### src/rtl/key_pkg.sv
// key_pkg: shared key code and pacing-state types for the keypad event queue
package key_pkg;

    typedef logic [3:0] key_code_t;

    typedef enum logic {IDLE, HOLD} kq_state_t;

endpackage

### src/rtl/key_fifo.sv
// key_fifo: small key FIFO with explicit count; KEY_QUEUE_DROP_OLDEST_EN makes a full push evict the head
module key_fifo
    import key_pkg::*;
#(
    parameter int DEPTH = 4,
    parameter int CW    = $clog2(DEPTH + 1)
) (
    input  logic          clk,
    input  logic          rst_ni,
    input  logic          flush_i,
    input  logic          push_i,
    input  logic          pop_i,
    input  logic [3:0]    din_i,
    output logic [3:0]    dout_o,
    output logic [CW-1:0] count_o,
    output logic          full_o,
    output logic          empty_o
);

    localparam int PW = $clog2(DEPTH);

    key_code_t       mem_q [DEPTH];
    logic [PW-1:0]   rd_q, wr_q;
    logic [CW-1:0]   cnt_q, cnt_d;
    logic            wr_en, rd_adv;

    assign full_o  = cnt_q == CW'(DEPTH);
    assign empty_o = cnt_q == '0;
    assign dout_o  = mem_q[rd_q];
    assign count_o = cnt_q;

`ifdef KEY_QUEUE_DROP_OLDEST_EN
    assign wr_en  = push_i;
    assign rd_adv = pop_i | (push_i & full_o);
`else
    assign wr_en  = push_i & (~full_o | pop_i);
    assign rd_adv = pop_i;
`endif

    // count moves only when exactly one of write/advance happens
    always_comb begin
        cnt_d = cnt_q;
        if (wr_en && !rd_adv) cnt_d = cnt_q + 1'b1;
        else if (rd_adv && !wr_en) cnt_d = cnt_q - 1'b1;
    end

    // pointers and count, flushed synchronously, zeroed asynchronously
    always_ff @(posedge clk or negedge rst_ni) begin
        if (!rst_ni) begin
            rd_q  <= '0;
            wr_q  <= '0;
            cnt_q <= '0;
        end else if (flush_i) begin
            rd_q  <= '0;
            wr_q  <= '0;
            cnt_q <= '0;
        end else begin
            if (wr_en) wr_q <= wr_q + 1'b1;
            if (rd_adv) rd_q <= rd_q + 1'b1;
            cnt_q <= cnt_d;
        end
    end

    // storage needs no reset; only the count says what is valid
    always_ff @(posedge clk) begin
        if (wr_en && !flush_i) mem_q[wr_q] <= din_i;
    end

endmodule

### src/rtl/key_queue.sv
// key_queue: queues key strobes and paces two-digit display shifts; KEY_QUEUE_DROP_OLDEST_EN selects evict-oldest on overflow
module key_queue
    import key_pkg::*;
#(
    parameter int DEPTH       = 4,
    parameter int HOLD_CYCLES = 64
) (
    input  logic                         clk,
    input  logic                         reset,
    input  logic                         clear,
    input  logic                         key_valid,
    input  logic [3:0]                   key_code,
    output logic [3:0]                   digit_new,
    output logic [3:0]                   digit_old,
    output logic                         shift_strobe,
    output logic [$clog2(DEPTH+1)-1:0]   fifo_count,
    output logic                         overflow
);

    localparam int HW = $clog2(HOLD_CYCLES + 1);

    kq_state_t     state_q, state_d;
    logic [HW-1:0] hold_q, hold_d;
    key_code_t     new_q, new_d, old_q, old_d, head;
    logic          strobe_q, strobe_d, ovf_q, ovf_d;
    logic          push, pop, full, empty;

    assign push = key_valid & ~clear;
    assign pop  = (state_q == IDLE) & ~empty & ~clear;

    key_fifo #(.DEPTH(DEPTH)) u_fifo (
        .clk     (clk),
        .rst_ni  (reset),
        .flush_i (clear),
        .push_i  (push),
        .pop_i   (pop),
        .din_i   (key_code),
        .dout_o  (head),
        .count_o (fifo_count),
        .full_o  (full),
        .empty_o (empty)
    );

    // pacing FSM: pop into the digits from IDLE, then dwell HOLD_CYCLES edges
    always_comb begin
        state_d  = state_q;
        hold_d   = hold_q;
        new_d    = new_q;
        old_d    = old_q;
        strobe_d = 1'b0;
        ovf_d    = ovf_q | (push & full & ~pop);
        if (clear) begin
            state_d = IDLE;
            hold_d  = '0;
            new_d   = '0;
            old_d   = '0;
            ovf_d   = 1'b0;
        end else if (pop) begin
            old_d    = new_q;
            new_d    = head;
            strobe_d = 1'b1;
            hold_d   = '0;
            state_d  = HOLD;
        end else if (state_q == HOLD) begin
            hold_d = hold_q + 1'b1;
            if (hold_q == HW'(HOLD_CYCLES - 1)) state_d = IDLE;
        end
    end

    // display and pacing registers
    always_ff @(posedge clk or negedge reset) begin
        if (!reset) begin
            state_q  <= IDLE;
            hold_q   <= '0;
            new_q    <= '0;
            old_q    <= '0;
            strobe_q <= 1'b0;
            ovf_q    <= 1'b0;
        end else begin
            state_q  <= state_d;
            hold_q   <= hold_d;
            new_q    <= new_d;
            old_q    <= old_d;
            strobe_q <= strobe_d;
            ovf_q    <= ovf_d;
        end
    end

    assign digit_new    = new_q;
    assign digit_old    = old_q;
    assign shift_strobe = strobe_q;
    assign overflow     = ovf_q;

endmodule

### config.mk
export PLATFORM = sky130hd
export DESIGN_NAME = key_queue
export DESIGN_NICKNAME = d
export VERILOG_FILES = /design/src/rtl/key_pkg.sv /design/src/rtl/key_fifo.sv /design/src/rtl/key_queue.sv
export SDC_FILE = /design/constraint.sdc
export NUM_CORES = 1
export LEC_CHECK = 0
export BUFFER_PORTS_ARGS = -buffer_cell sky130_fd_sc_hd__buf_2
export CORE_MARGIN = 2
export CORE_UTILIZATION = 60
export DETAILED_ROUTE_END_ITERATION = 6
export PLACE_DENSITY = 0.83
export SYNTH_ARGS = -nofsm -noshare
export SYNTH_HDL_FRONTEND = slang
export SYNTH_SLANG_ARGS = --single-unit
export TNS_END_PERCENT = 30
### constraint.sdc
create_clock -name clk -period 3.3 [get_ports clk]
set_clock_uncertainty 0.05 [all_clocks]
set_input_delay 0.825 -clock clk [delete_from_list [all_inputs] [get_ports clk]]
set_output_delay 0.825 -clock clk [all_outputs]
set_load 0.005 [all_outputs]
; Yosys cells after proc, flatten, opt, wreduce, memory -nomap -nowiden
; Memories as Yosys holds them, arrays and structs flattened.
; Cells that the tools add are included.
[word_totals]
register_bits = 25
ramBits = 16
input_bits = 8
output_inout_bits = 13
wordCells = 64
memories = 1
[classes]
add_sub_neg = 5
eq_ne = 2
muxes = 23
n_bitwise = 13
n_reduce_logical = 11
[mem_list]
columns = name, depth, width, read_ports, rd_ports_with_merged_regs, write_ports, line_no
row1 = u_fifo.mem_q, 4, 4, 1, 0, 1, key_fifo.sv:22  ; key_code_t mem_q [DEPTH];
[ops]
columns = op, n
row1 = 2-to-1 mux 7 bit, 3
row2 = 2-to-1 mux 4 bit, 4
row3 = 2-to-1 mux 1 bit, 9
row4 = 2-to-1 mux 3 bit, 3
row5 = 2-to-1 mux 2 bit, 4
row6 = adder 7 x 1 -> 7 bit (second input constant), 1
row7 = == test 7 x 6 -> 1 bit (second input constant), 1
row8 = bitwise AND 1 bit, 6
row9 = nonzero test 3 bit, 2
row10 = inverter 1 bit, 5
row11 = adder 2 x 1 -> 2 bit (second input constant), 2
row12 = nonzero test 2 bit, 2
row13 = adder 3 x 1 -> 3 bit (second input constant), 1
row14 = == test 3 bit (second input constant), 1
row15 = logical AND 1 bit, 3
row16 = zero test 1 bit, 3
row17 = zero test 3 bit, 1
row18 = subtractor 3 x 1 -> 3 bit (second input constant), 1
row19 = bitwise OR 1 bit, 2

; Longest topological paths before layout
[logic_depth]
word_depth = 11
mapped_depth = 8
depth_no_buf = 7

; Modules after synthesis
; From an unflattened synthesis, not the netlist that was laid out.
[hier_totals]
hier_cells = 134
area_unflattened_um2 = 1813.0
[by_module_without_submodules]
columns = module, instances, cells_each, area_each_um2, seq_area_each_um2
row1 = key_fifo, 1, 74, 1071.0, 655.6
row2 = key_queue, 1, 60, 742.0, 450.4

; Worst setup path after synthesis
; OpenSTA, ideal clock, no wires.
[synth_timing]
path_type = input-to-reg
start = input port key_valid
end = register u_fifo.cnt_q[2] (netlist: u_fifo.count_o[2])
setup_ns = 0.082
arrival_time_ns = 2.251
required_ns = 3.168
setup_slack_ns = 0.917
path_stages = 8
n_path_buf = 1
path_cell_list = buf_2 -> inv_1 -> nor3_4 -> nor2b_1 -> fa_1 -> nand2b_1 -> or4_1 -> a31oi_1
[synth_via]
elab_chain_len = 5
elab_cells_between_ends = 8
classes_between = 2 x mux / 2 x bitwise / 4 x reduce/logical
[synth_lines]
columns = element, line_no
row1 = "start, declared", key_queue.sv:11  ; input logic key_valid,
row2 = bitwise AND 1 bit (*), key_queue.sv:28  ; assign push = key_valid & ~clear;
row3 = bitwise AND 1 bit (*), key_fifo.sv:36  ; assign wr_en = push_i & (~full_o | pop_i);
row4 = logical AND 1 bit / zero test 1 bit (equally long branches), "key_fifo.sv:43, key_fifo.sv:44"
row5 = 2-to-1 mux 3 bit / logical AND 1 bit (equally long branches), "key_fifo.sv:43, key_fifo.sv:44"
row6 = 2-to-1 mux 3 bit / nonzero test 3 bit (equally long branches), n/a
row7 = "end signal, assigned", key_fifo.sv:60  ; cnt_q <= cnt_d;
row8 = "end, declared", key_fifo.sv:24  ; logic [CW-1:0] cnt_q, cnt_d;
; Every way passes the cells marked *; elsewhere a longest branch is shown, timed or not.
; A chain may end at the register's enable or synchronous reset.

; Worst setup path in the final report
[layout_timing]
start = input port clear
end = register u_fifo.cnt_q[2] (netlist: u_fifo.count_o[2])
[layout_via]
elab_chain_len = 7
elab_cells_between_ends = 12
classes_between = 2 x mux / 5 x bitwise / 5 x reduce/logical
[layout_lines]
columns = element, line_no
row1 = "start, declared", key_queue.sv:10  ; input logic clear,
row2 = inverter 1 bit, "key_queue.sv:28, key_queue.sv:29"
row3 = bitwise AND 1 bit, key_queue.sv:29  ; assign pop = (state_q == IDLE) & ~empty & ~clear;
row4 = bitwise OR 1 bit, key_fifo.sv:36
row5 = bitwise AND 1 bit, key_fifo.sv:36
row6 = logical AND 1 bit / zero test 1 bit (equally long branches), "key_fifo.sv:43, key_fifo.sv:44"
row7 = 2-to-1 mux 3 bit / logical AND 1 bit (equally long branches), "key_fifo.sv:43, key_fifo.sv:44"
row8 = 2-to-1 mux 3 bit / nonzero test 3 bit (equally long branches), n/a
; Parallel ways exist; a longest one is shown, timed or not.

==> metrics.csv <==
stage,metric,value,unit
global_route,pin count of the biggest net entering global routing,26,
global_route,first-pass GRT wire length,5770,microns
detailed_routing,final WL,3420,microns
floorplan,Die X,60.6,microns
detailed_routing,detailed-route wire length per cell,15.1,microns
clock_tree,Resize count post-CTS,0,
worst_setup_path,cell family with most CP delay,simple AND/OR/NAND/NOR gates,
outcome,status,completed,
cells_and_area,fin nets,195,
yosys,Mapped Nets,175,
place,routability cong.,0.752,
job,Max Cap Viol,0,
clock_tree,CTS root buf,clkbuf_4,
timing,final count of negative-setup-slack endpoints,0,
global_route,GRT Total Usage,0.219,
clock_tree,"Reg clk slew, reported paths",0.12,ns
yosys,post-synthesis mux area share,0.0645,
cells_and_area,diodes inserted,0,
power,leakage,0.000872,uW
worst_setup_path,R2R Path Start,u_fifo.count_o[0]$_DFFE_PN0P_,
yosys,Post-synth EDFFs,16,
cells_and_area,Syn-to-layout area delta,9.44,%
yosys,XOR/XNOR Fraction of Synth Area,0.0182,
detailed_routing,ANT nets after route,0,
power,Power Density,697,mW/mm^2
timing,Max Fclk,429,MHz
detailed_routing,total number of vias,1289,
worst_setup_path,Critical path buffers and inverters,1,
detailed_routing,TritonRoute pass-1 iters,4,
worst_setup_path,crit start category,input pin,
timing,unrepaired setup endpoints after global routing,no,
yosys,sequential fraction of the synthesis area,0.576,
detailed_routing,vias per cell,5.70,
power,Max IR drop VDD,493,uV
global_route,total grt overflow,0,
place,Placed Area,0.00204,sq mm
yosys,#FFs+latches synth,41,
global_route,vias in the first global route,1241,
timing,Max-slew headroom,0.627,
worst_setup_path,CP Class,input pin to flop,
global_route,initial antenna violation count,0,
clock_tree,later-pin clock latency in the skew report,0.35,ns
timing,Period minus WS final,2.33,ns
worst_setup_path,Critical-path top delay cell,or4_1,
yosys,Mapped Area,0.00192,sq mm
timing,Pins Over Slew Limit,0,
clock_tree,Post-CTS Setup Bufs,0,
place,post-DP HPWL,2410,microns
cells_and_area,"commonest cells after routing, fill and taps aside","dfrtp_1, buf_2, a21oi_1",
yosys,asr flop ratio synth,0.610,
timing,fin crit share,0.706,
cells_and_area,Finished Core Util,0.689,
timing,slew of the pin with the lowest slew margin,0.560,ns
min_path,Hold Crit Class,input pin to asynchronous set/reset pin,
yosys,Post-Synth Adder-Cell Area,0.0430,
floorplan,Starting Density,0.630,
cells_and_area,layout cells sized above 1,0.220,
power,total power draw,1470,uW
worst_setup_path,register-to-register setup slack,0.99,ns
yosys,ys flop type,dfrtp_1,
yosys,Yosys top cell by area,dfrtp_1,
timing,Final Hold Viols,0,
floorplan,core area,0.00305,sq mm
worst_setup_path,Crit path arrival time,2.56,ns
detailed_routing,DR DRC count,0,
yosys,Mapped Cells,161,
cells_and_area,final instance area,0.00210,sq mm
yosys,simple-gate area share of the yosys netlist,0.152,
detailed_routing,DR iter-0 viols,88,
worst_setup_path,CP max stage delay,0.42,ns
floorplan,DIE AREA,0.00367,sq mm
clock_tree,Clock Tree Buf Depth,2,
clock_tree,post-cts hold buffer count,0,
yosys,post-synth top area share,0.326,
worst_setup_path,Required @ worst endpoint,3.53,ns
cells_and_area,"commonest non-fill, non-tap cell in the layout",dfrtp_1,
yosys,main area contributors after synthesis,"dfrtp_1, edfxtp_1, mux4_2",
yosys,Mapped Avg Cell Area,11.9,sq um
yosys,synth warn,0,
yosys,Netlist cell types,37,
floorplan,I/O pin total,21,
clock_tree,CTS tree,built,
worst_setup_path,CP Launch Point,clear,
clock_tree,clock sinks,41,
place,I/O Buffers,20,
worst_setup_path,CP Capture Type,flop,
timing,setup TNS,0,ns
clock_tree,H-tree depth,2,
yosys,complex-gate fraction of the synthesized area,0.109,
floorplan,Chip Height,60.6,microns
yosys,largest family of logic cells by synthesized area,simple AND/OR/NAND/NOR gates,
floorplan,row count,20,
worst_setup_path,critical-path cell list,buf_2 > nor3_4 > nor2b_1 > fa_1 > nand2b_1 > or4_1 > a31oi_1,
worst_setup_path,crit path max fanout,24,
clock_tree,CTS buffer count,5,
through the flow:
stage,hold WS [ns],instances,setup slack (ns)
after floorplan,0.436,161,0.917
after global placement,0.435,218,0.792
after detailed placement,0.467,218,0.600
after CTS,0.394,226,0.956
after global routing,0.412,226,0.854
final,0.390,226,0.970
Yosys cell counts, types with 2 or more instances:
| master | instances |
|---|---|
| dfrtp_1 | 25 |
| a21oi_1 | 17 |
| edfxtp_1 | 16 |
| nand3_1 | 11 |
| nor2_1 | 10 |
| o21ai_1 | 10 |
| buf_2 | 5 |
| ha_1 | 5 |
| inv_1 | 5 |
| and2_1 | 4 |
| mux4_2 | 4 |
| nand2_1 | 4 |
| o21ai_0 | 4 |
| or3_1 | 4 |
| mux2_1 | 3 |
| nand2b_1 | 3 |
| nand4_1 | 3 |
| nor2b_1 | 3 |
| xor2_1 | 3 |
| buf_4 | 2 |
| clkbuf_1 | 2 |
| inv_2 | 2 |
| or4_1 | 2 |
per-layer routing:
layer	routed length, microns	vias up	GRT usage
li1	-	624	-
met5	0	-	0
met2	1790	32	0.379
met1	1410	628	0.268
met4	50	0	0.0745
met3	165	5	0.0576
sequential cells by signal, summed over array words and instances, names as in the netlist:
signal          count
hold_q              7
u_fifo.wr_q         2
state_q             1
overflow            1
digit_new           4
u_fifo.count_o      3
shift_strobe        1
u_fifo.mem_q       16
digit_old           4
u_fifo.rd_q         2
where the power goes:
part / switching, uW / total, uW / internal (uW)
Clock: 168 / 252 / 84.3
Combinational: 292 / 518 / 226
Sequential: 89.7 / 697 / 607
Total: 549 / 1470 / 917
final timing paths:
check / end / depth (start not counted)
worst max-delay path: u_fifo.count_o[2]$_DFFE_PN0P_ / 7
worst min-delay path: digit_old[0]$_DFFE_PN0P_ / 1
worst max register to register: u_fifo.count_o[2]$_DFFE_PN0P_ / 7
worst min register to register: overflow$_DFF_PN0_ / 2
max in group asynchronous: hold_q[4]$_DFFE_PN0P_ / 1
min in group clk: overflow$_DFF_PN0_ / 2
final cells by class:
cell class | count | area [sq um]
Sequential cell | 41 | 1110
Fill cell | 235 | 950
Multi-Input combinational cell | 104 | 742
Timing Repair Buffer | 22 | 115
Tap cell | 44 | 55.1
Clock buffer | 5 | 37.5
Inverter | 7 | 26.3
Clock inverter | 3 | 21.3
cell families after synthesis:
kind of cell	after synthesis
xor gates and xnor gates	4
DFF	41
buffers and inverters	16
muxes	7
AOI/OAI and AO/OA	37
and+or+nand+nor	50
adders and majority gates	6
Note: power is estimated with default switching activity, not from simulation.
